## config.mk

```make
export PLATFORM = sky130hd
export DESIGN_NAME = dmem_responder
export DESIGN_NICKNAME = d
export VERILOG_FILES = /design/src/rtl/dmem_responder_pkg.sv /design/src/rtl/dmem_lane_unit.sv /design/src/rtl/dmem_responder.sv
export SDC_FILE = /design/constraint.sdc
export NUM_CORES = 2
export LEC_CHECK = 0
export CAP_MARGIN = 10
export CELL_PAD_IN_SITES_DETAIL_PLACEMENT = 1
export CELL_PAD_IN_SITES_GLOBAL_PLACEMENT = 1
export CORE_MARGIN = 8
export CORE_UTILIZATION = 25
export DETAILED_ROUTE_END_ITERATION = 7
export HOLD_SLACK_MARGIN = 0.12
export PLACE_DENSITY = 0.47
export SYNTH_ARGS = -nofsm -noshare
export SYNTH_HDL_FRONTEND = slang
export SYNTH_SLANG_ARGS = --single-unit
```

## constraint.sdc

```tcl
create_clock -name clk -period 11.4 [get_ports clk]
set_clock_uncertainty 0.1 [all_clocks]
set_input_delay 2.28 -clock clk [delete_from_list [all_inputs] [get_ports clk]]
set_output_delay 2.28 -clock clk [all_outputs]
set_load 0.005 [all_outputs]
```

## src/rtl/dmem_responder_pkg.sv

```systemverilog
// Shared FSM state type, RISC-V load/store funct3 codes and the request legality rule.
package Pipe_Buf_Reg_PKG;

   typedef enum logic [1:0] {IDLE, ACCESS, WRITE, RESP} state_t;

   localparam logic [2:0] F3_B  = 3'b000;
   localparam logic [2:0] F3_H  = 3'b001;
   localparam logic [2:0] F3_W  = 3'b010;
   localparam logic [2:0] F3_BU = 3'b100;
   localparam logic [2:0] F3_HU = 3'b101;

   // Unsigned variants exist only for loads; halfwords and words must be naturally aligned.
   function automatic logic req_legal(input logic we, input logic [2:0] funct3,
                                      input logic [1:0] addr_lo);
      logic ok;
      case (funct3)
         F3_B:    ok = 1'b1;
         F3_H:    ok = ~addr_lo[0];
         F3_W:    ok = (addr_lo == 2'b00);
         F3_BU:   ok = ~we;
         F3_HU:   ok = ~we & ~addr_lo[0];
         default: ok = 1'b0;
      endcase
      return ok;
   endfunction

endpackage

```

## src/rtl/dmem_lane_unit.sv

```systemverilog
// Byte-lane extract/extend for loads and lane merge for stores on one little-endian word.
module dmem_lane_unit
   import Pipe_Buf_Reg_PKG::*;
#(
   parameter int DATA_W = 32
) (
   input  logic [2:0]        funct3,
   input  logic [1:0]        addr_lo,
   input  logic [DATA_W-1:0] word,
   input  logic [DATA_W-1:0] wdata,
   output logic [DATA_W-1:0] load_data,
   output logic [DATA_W-1:0] merged
);

   logic [4:0]        shamt;
   logic [DATA_W-1:0] lane;
   logic [DATA_W-1:0] mask;
   logic              sign;

   always_comb begin
      shamt = {addr_lo, 3'b000};
      lane  = word >> shamt;
      case (funct3[1:0])
         2'b00: begin
            mask = DATA_W'(8'hFF);
            sign = lane[7];
         end
         2'b01: begin
            mask = DATA_W'(16'hFFFF);
            sign = lane[15];
         end
         default: begin
            mask = '1;
            sign = 1'b0;
         end
      endcase
      // funct3[2] marks the zero-extending load variants
      load_data = (lane & mask) | ((sign & ~funct3[2]) ? ~mask : '0);
      merged    = (word & ~(mask << shamt)) | ((wdata & mask) << shamt);
   end

endmodule

```

## src/rtl/dmem_responder.sv

```systemverilog
// Valid/ready data-memory responder: one outstanding request, block-RAM word array.
module dmem_responder
   import Pipe_Buf_Reg_PKG::*;
#(
   parameter int DM_ADDRESS = 9,
   parameter int DATA_W     = 32
) (
   input  logic                  clk,
   input  logic                  reset,
   input  logic                  req_valid,
   output logic                  req_ready,
   input  logic                  req_we,
   input  logic [DM_ADDRESS-1:0] req_addr,
   input  logic [DATA_W-1:0]     req_wdata,
   input  logic [2:0]            req_funct3,
   output logic                  rsp_valid,
   input  logic                  rsp_ready,
   output logic [DATA_W-1:0]     rsp_rdata,
   output logic                  rsp_err
);

   localparam int DEPTH = 2 ** (DM_ADDRESS - 2);

   state_t                  state;
   logic                    lat_we;
   logic [DM_ADDRESS-1:0]   lat_addr;
   logic [DATA_W-1:0]       lat_wdata;
   logic [2:0]              lat_f3;
   logic                    rsp_load;
   logic [DATA_W-1:0]       rd_word;
   logic [DATA_W-1:0]       load_data;
   logic [DATA_W-1:0]       merged;
   logic [DM_ADDRESS-3:0]   idx;
   logic [DATA_W-1:0]       mem [DEPTH];

   assign idx = lat_addr[DM_ADDRESS-1:2];

   dmem_lane_unit #(.DATA_W(DATA_W)) u_lane (
      .funct3    (lat_f3),
      .addr_lo   (lat_addr[1:0]),
      .word      (rd_word),
      .wdata     (lat_wdata),
      .load_data (load_data),
      .merged    (merged)
   );

   // Array has no reset; an asynchronous reset in WRITE leaves state != WRITE at the edge.
   always_ff @(posedge clk) begin
      if (state == WRITE)  mem[idx] <= merged;
      if (state == ACCESS) rd_word  <= mem[idx];
   end

   // rd_word is only refreshed in ACCESS, so the extended value holds through RESP.
   assign rsp_rdata = rsp_load ? load_data : '0;

   always_ff @(posedge clk or posedge reset) begin
      if (reset) begin
         state     <= IDLE;
         req_ready <= 1'b1;
         rsp_valid <= 1'b0;
         rsp_err   <= 1'b0;
         rsp_load  <= 1'b0;
         lat_we    <= 1'b0;
         lat_addr  <= '0;
         lat_wdata <= '0;
         lat_f3    <= '0;
      end else begin
         case (state)
            IDLE: begin
               if (req_valid) begin
                  lat_we    <= req_we;
                  lat_addr  <= req_addr;
                  lat_wdata <= req_wdata;
                  lat_f3    <= req_funct3;
                  req_ready <= 1'b0;
                  if (req_legal(req_we, req_funct3, req_addr[1:0])) begin
                     state <= ACCESS;
                  end else begin
                     state     <= RESP;
                     rsp_valid <= 1'b1;
                     rsp_err   <= 1'b1;
                  end
               end
            end
            ACCESS: begin
               if (lat_we) begin
                  state <= WRITE;
               end else begin
                  state     <= RESP;
                  rsp_valid <= 1'b1;
                  rsp_load  <= 1'b1;
               end
            end
            WRITE: begin
               state     <= RESP;
               rsp_valid <= 1'b1;
            end
            RESP: begin
               if (rsp_ready) begin
                  state     <= IDLE;
                  rsp_valid <= 1'b0;
                  rsp_err   <= 1'b0;
                  rsp_load  <= 1'b0;
                  req_ready <= 1'b1;
               end
            end
            default: state <= IDLE;
         endcase
      end
   end

endmodule

```

==> out/metrics.csv <==
metric,value,unit
Seq cells post-synth,4179,
Crit path largest cell delay,0.94,ns
Slew @ Worst Pin,1.45,ns
Layout Area Growth over Synthesis,17.6,%
DR WL met2,312,mm
Metal-1 WL,288,mm
Post-DP HPWL,410,mm
CP Cell Sequence,buf_4 > nor2b_1 > nand2_1 > o21ai_0 > mux2i_1 > nor2_1 > o21ai_1 > a21oi_1 > clkdlybuf4s50_1,
CP Class,reg -> out,
CTS Buffer Depth,4,
Layout Nets,9621,
final setup fails,0,
hold_buf cts,0,
"Req. time, crit path",9.02,ns
final hold vios,0,
LEAKAGE,57.2,nW
starting density of the core,25.0,%
Iter 0 DRT Violations,13300,
die extent in x,816,um
fin. max-slew vios,0,
share of layout cells above drive strength 1,15.8,%
initial antenna violation count,71,
Hold Crit Depth,2,
reg-to-reg setup timing slack,5.57,ns
Max VDD drop,0.428,mV
PortBufs,83,
htree depth,5,
Post-Syn Area per Cell,17.2,sq um
DRT antenna net count,0,
Mapped Nets,9376,
hold path startpoint,rsp_valid,
clock slew at reported path FFs,0.07,ns
wire per inst,37.5,um
Reg2Reg Launch Point,lat_addr[4],
CP Capture Type,output pin,
RSZ-0062 raised after global routing,false,
simple-gate share of the synthesized area,2.64,%
clk sink count,4179,
Site Rows,294,
Mapped Cells,9322,
ys flop type,edfxtp_1,
Synth async-reset ratio,1.22,%
IO Pins,84,
first-pass GRT wire length,921,mm
uppermost layer routed,met5,
Startpoint Class,register,
gpl congestion,0.855,
Worst-Skew Late Latency,1.10,ns
yosys warns,0,
Post-Synthesis Cell Area,0.160,sq mm
largest net degree at the start of global routing,129,
drt drc,2,
first drt pass iteration count,8,
failing checks,"design-rule violations, max-capacitance violations",
Hold Path End,rsp_valid,
CTS tree,built,
multiplexer share of the synthesized area,3.45,%
GRT Overall Usage,19.8,%
Die H,816,um
"EDFF count, synth",4128,
met3 routed WL,59.4,mm
XOR/XNOR share of the synthesized area,0,%
register area share after synthesis,78.3,%
Period minus WS final,7.03,ns
PD cells,333,mW/mm^2
max cap viols,1,
CTS buffer count,458,
Final Cycle Share,61.7,%
status,"complete, but fails checks",
Post-CTS Setup Repair Bufs,0,
Total Negative Setup Slacks,0,ns
Max Freq,142,MHz
setup ws final,4.37,ns
Yosys cell types,79,
die footprint,0.666,sq mm
worst flop-to-flop path endpoint,rd_word[29],
CTS root buffer,clkbuf_16,
HP Class,reg -> reg,
via count,101000,
vias in the first global route,99700,
Synth Area in Adders,0.0391,%
vias per cell,5.47,
CORE AREA,0.639,sq mm
Post-Route WL,691,mm
Fillers,65700,
relative slew slack,1.70,%
CP arrival,4.65,ns
Resize count post-CTS,0,
Worst path slowest cell,nor2b_1,
largest family of logic cells by synthesized area,compound AO/OA/AOI/OAI gates,
cells on worst reg2reg path,11,
CP max FO,45,
area fraction in compound gates after synthesis,13.4,%
GRT overflow,0,
worst slack at placement,5.52,ns
[worst max path at each step]
stage,startpoint,endpoint,cells past startpoint
3_5_place_dp,lat_addr[1],rsp_rdata[27],9
6_report,lat_addr[1],rsp_rdata[27],9
5_1_grt,lat_addr[1],rsp_rdata[27],9
4_1_cts,lat_addr[1],rsp_rdata[27],9
2_1_floorplan,lat_addr[0],mem[0][15],4
3_3_place_gp,lat_addr[2],rd_word[13],10
[cells by family (layout without fill, tap and decap cells)]
logic type / Yosys count / in the layout
adders and majority gates: 5 / 5
buffers and inverters: 774 / 1397
AOI/OAI and AO/OA: 2880 / 2880
other: 0 / 16
DFF: 4179 / 4179
and+or+nand+nor: 985 / 985
muxes: 499 / 499
[synthesized netlist by cell type, types with 7 or more instances]
cell type / number / area share, %
buf_2: 307 / 0.96
o22a_1: 57 / 0.31
a222oi_1: 77 / 0.48
a22oi_1: 349 / 1.6
edfxtp_1: 4128 / 77
o211ai_1: 14 / 0.066
nand4_1: 27 / 0.11
o32ai_1: 13 / 0.071
nor3_1: 68 / 0.21
a221oi_1: 899 / 4.9
a31oi_1: 23 / 0.090
nor2b_1: 20 / 0.078
mux2i_1: 215 / 1.3
o41ai_1: 7 / 0.038
buf_1: 98 / 0.23
a221o_1: 145 / 0.91
mux2_2: 238 / 1.7
a211oi_1: 24 / 0.11
o21ai_1: 10 / 0.031
nor4_1: 30 / 0.12
clkbuf_1: 308 / 0.72
mux2_1: 31 / 0.22
o22ai_1: 224 / 0.88
buf_4: 28 / 0.13
o311ai_1: 9 / 0.049
a22o_1: 52 / 0.28
a21oi_1: 561 / 1.8
and2_1: 10 / 0.039
nand2b_1: 9 / 0.035
o21a_1: 11 / 0.052
dfrtp_1: 50 / 0.78
nand2_1: 289 / 0.68
o211a_1: 7 / 0.044
o31ai_1: 38 / 0.18
inv_1: 9 / 0.021
nand3_1: 15 / 0.047
o221ai_1: 52 / 0.28
nor2_1: 475 / 1.1
buf_6: 20 / 0.14
o21ai_0: 233 / 0.73
o311ai_0: 22 / 0.12
mux4_2: 15 / 0.21
nand3b_1: 9 / 0.042
[per-stage QoR]
step | cell area, sq um | cells | hold slack (ns) | power, mW | util (%)
2_1_floorplan | 160000 | 9322 | 0.372 | 33.7 | -
3_3_place_gp | 173000 | 17500 | 0.375 | 47.5 | 27.1
3_5_place_dp | 173000 | 17500 | 0.398 | 48.1 | 27.1
4_1_cts | 188000 | 18400 | 0.421 | 62.8 | 29.4
5_1_grt | 188000 | 18400 | 0.432 | 64.0 | 29.4
6_report | 188000 | 18400 | 0.413 | 62.7 | 29.4
[routing by layer]
metal / up-vias / GRT usage [%]
met5: - / 0
met4: 10 / 7.73
met3: 973 / 3.82
met2: 5144 / 31.1
met1: 55000 / 27.0
li1: 39600 / -
[flip-flops by register name (all words and copies together), names as in the netlist]
name	cells
mem	4096
lat_wdata	32
rd_word	32
lat_addr	9
lat_f3	3
state	2
lat_we	1
req_ready	1
rsp_err	1
rsp_load	1
rsp_valid	1
[final cells by class]
| type | count | area, sq um | area share, % |
|---|---|---|---|
| timing repair buffer | 547 | 4800 | 2.55 |
| tap | 8436 | 10600 | 5.61 |
| multi-input combinational | 4369 | 32800 | 17.4 |
| clock buffer | 568 | 12000 | 6.39 |
| antenna | 16 | 40.0 | 0.0213 |
| sequential | 4179 | 125000 | 66.6 |
| inverter | 12 | 68.8 | 0.0366 |
| clock inverter | 270 | 2630 | 1.40 |
[cells in the final DEF, fill, tap and decap left out, types with 215 or more instances in the layout]
master,n
a21oi_1,560
o22ai_1,224
o21ai_0,222
a22oi_1,349
nor2_1,344
mux2i_1,215
edfxtp_1,4128
buf_4,417
mux2_2,230
nand2_1,264
a221oi_1,899
clkbuf_16,464
[report_power, final]
part | total [mW] | switching (mW) | internal (mW)
sequential | 22.6 | 0.589 | 22.0
combinational | 25.4 | 20.0 | 5.34
clock | 14.8 | 6.36 | 8.40
[worst max-delay path: cells and delay by family, from the launching register on]
family	cells	cell delay [ns]
and+or+nand+nor	3	1.20
buffers and inverters	2	0.99
AOI/OAI and AO/OA	3	0.88
DFF	1	0.33
muxes	1	0.16
Power figures use the tool's default switching activity.
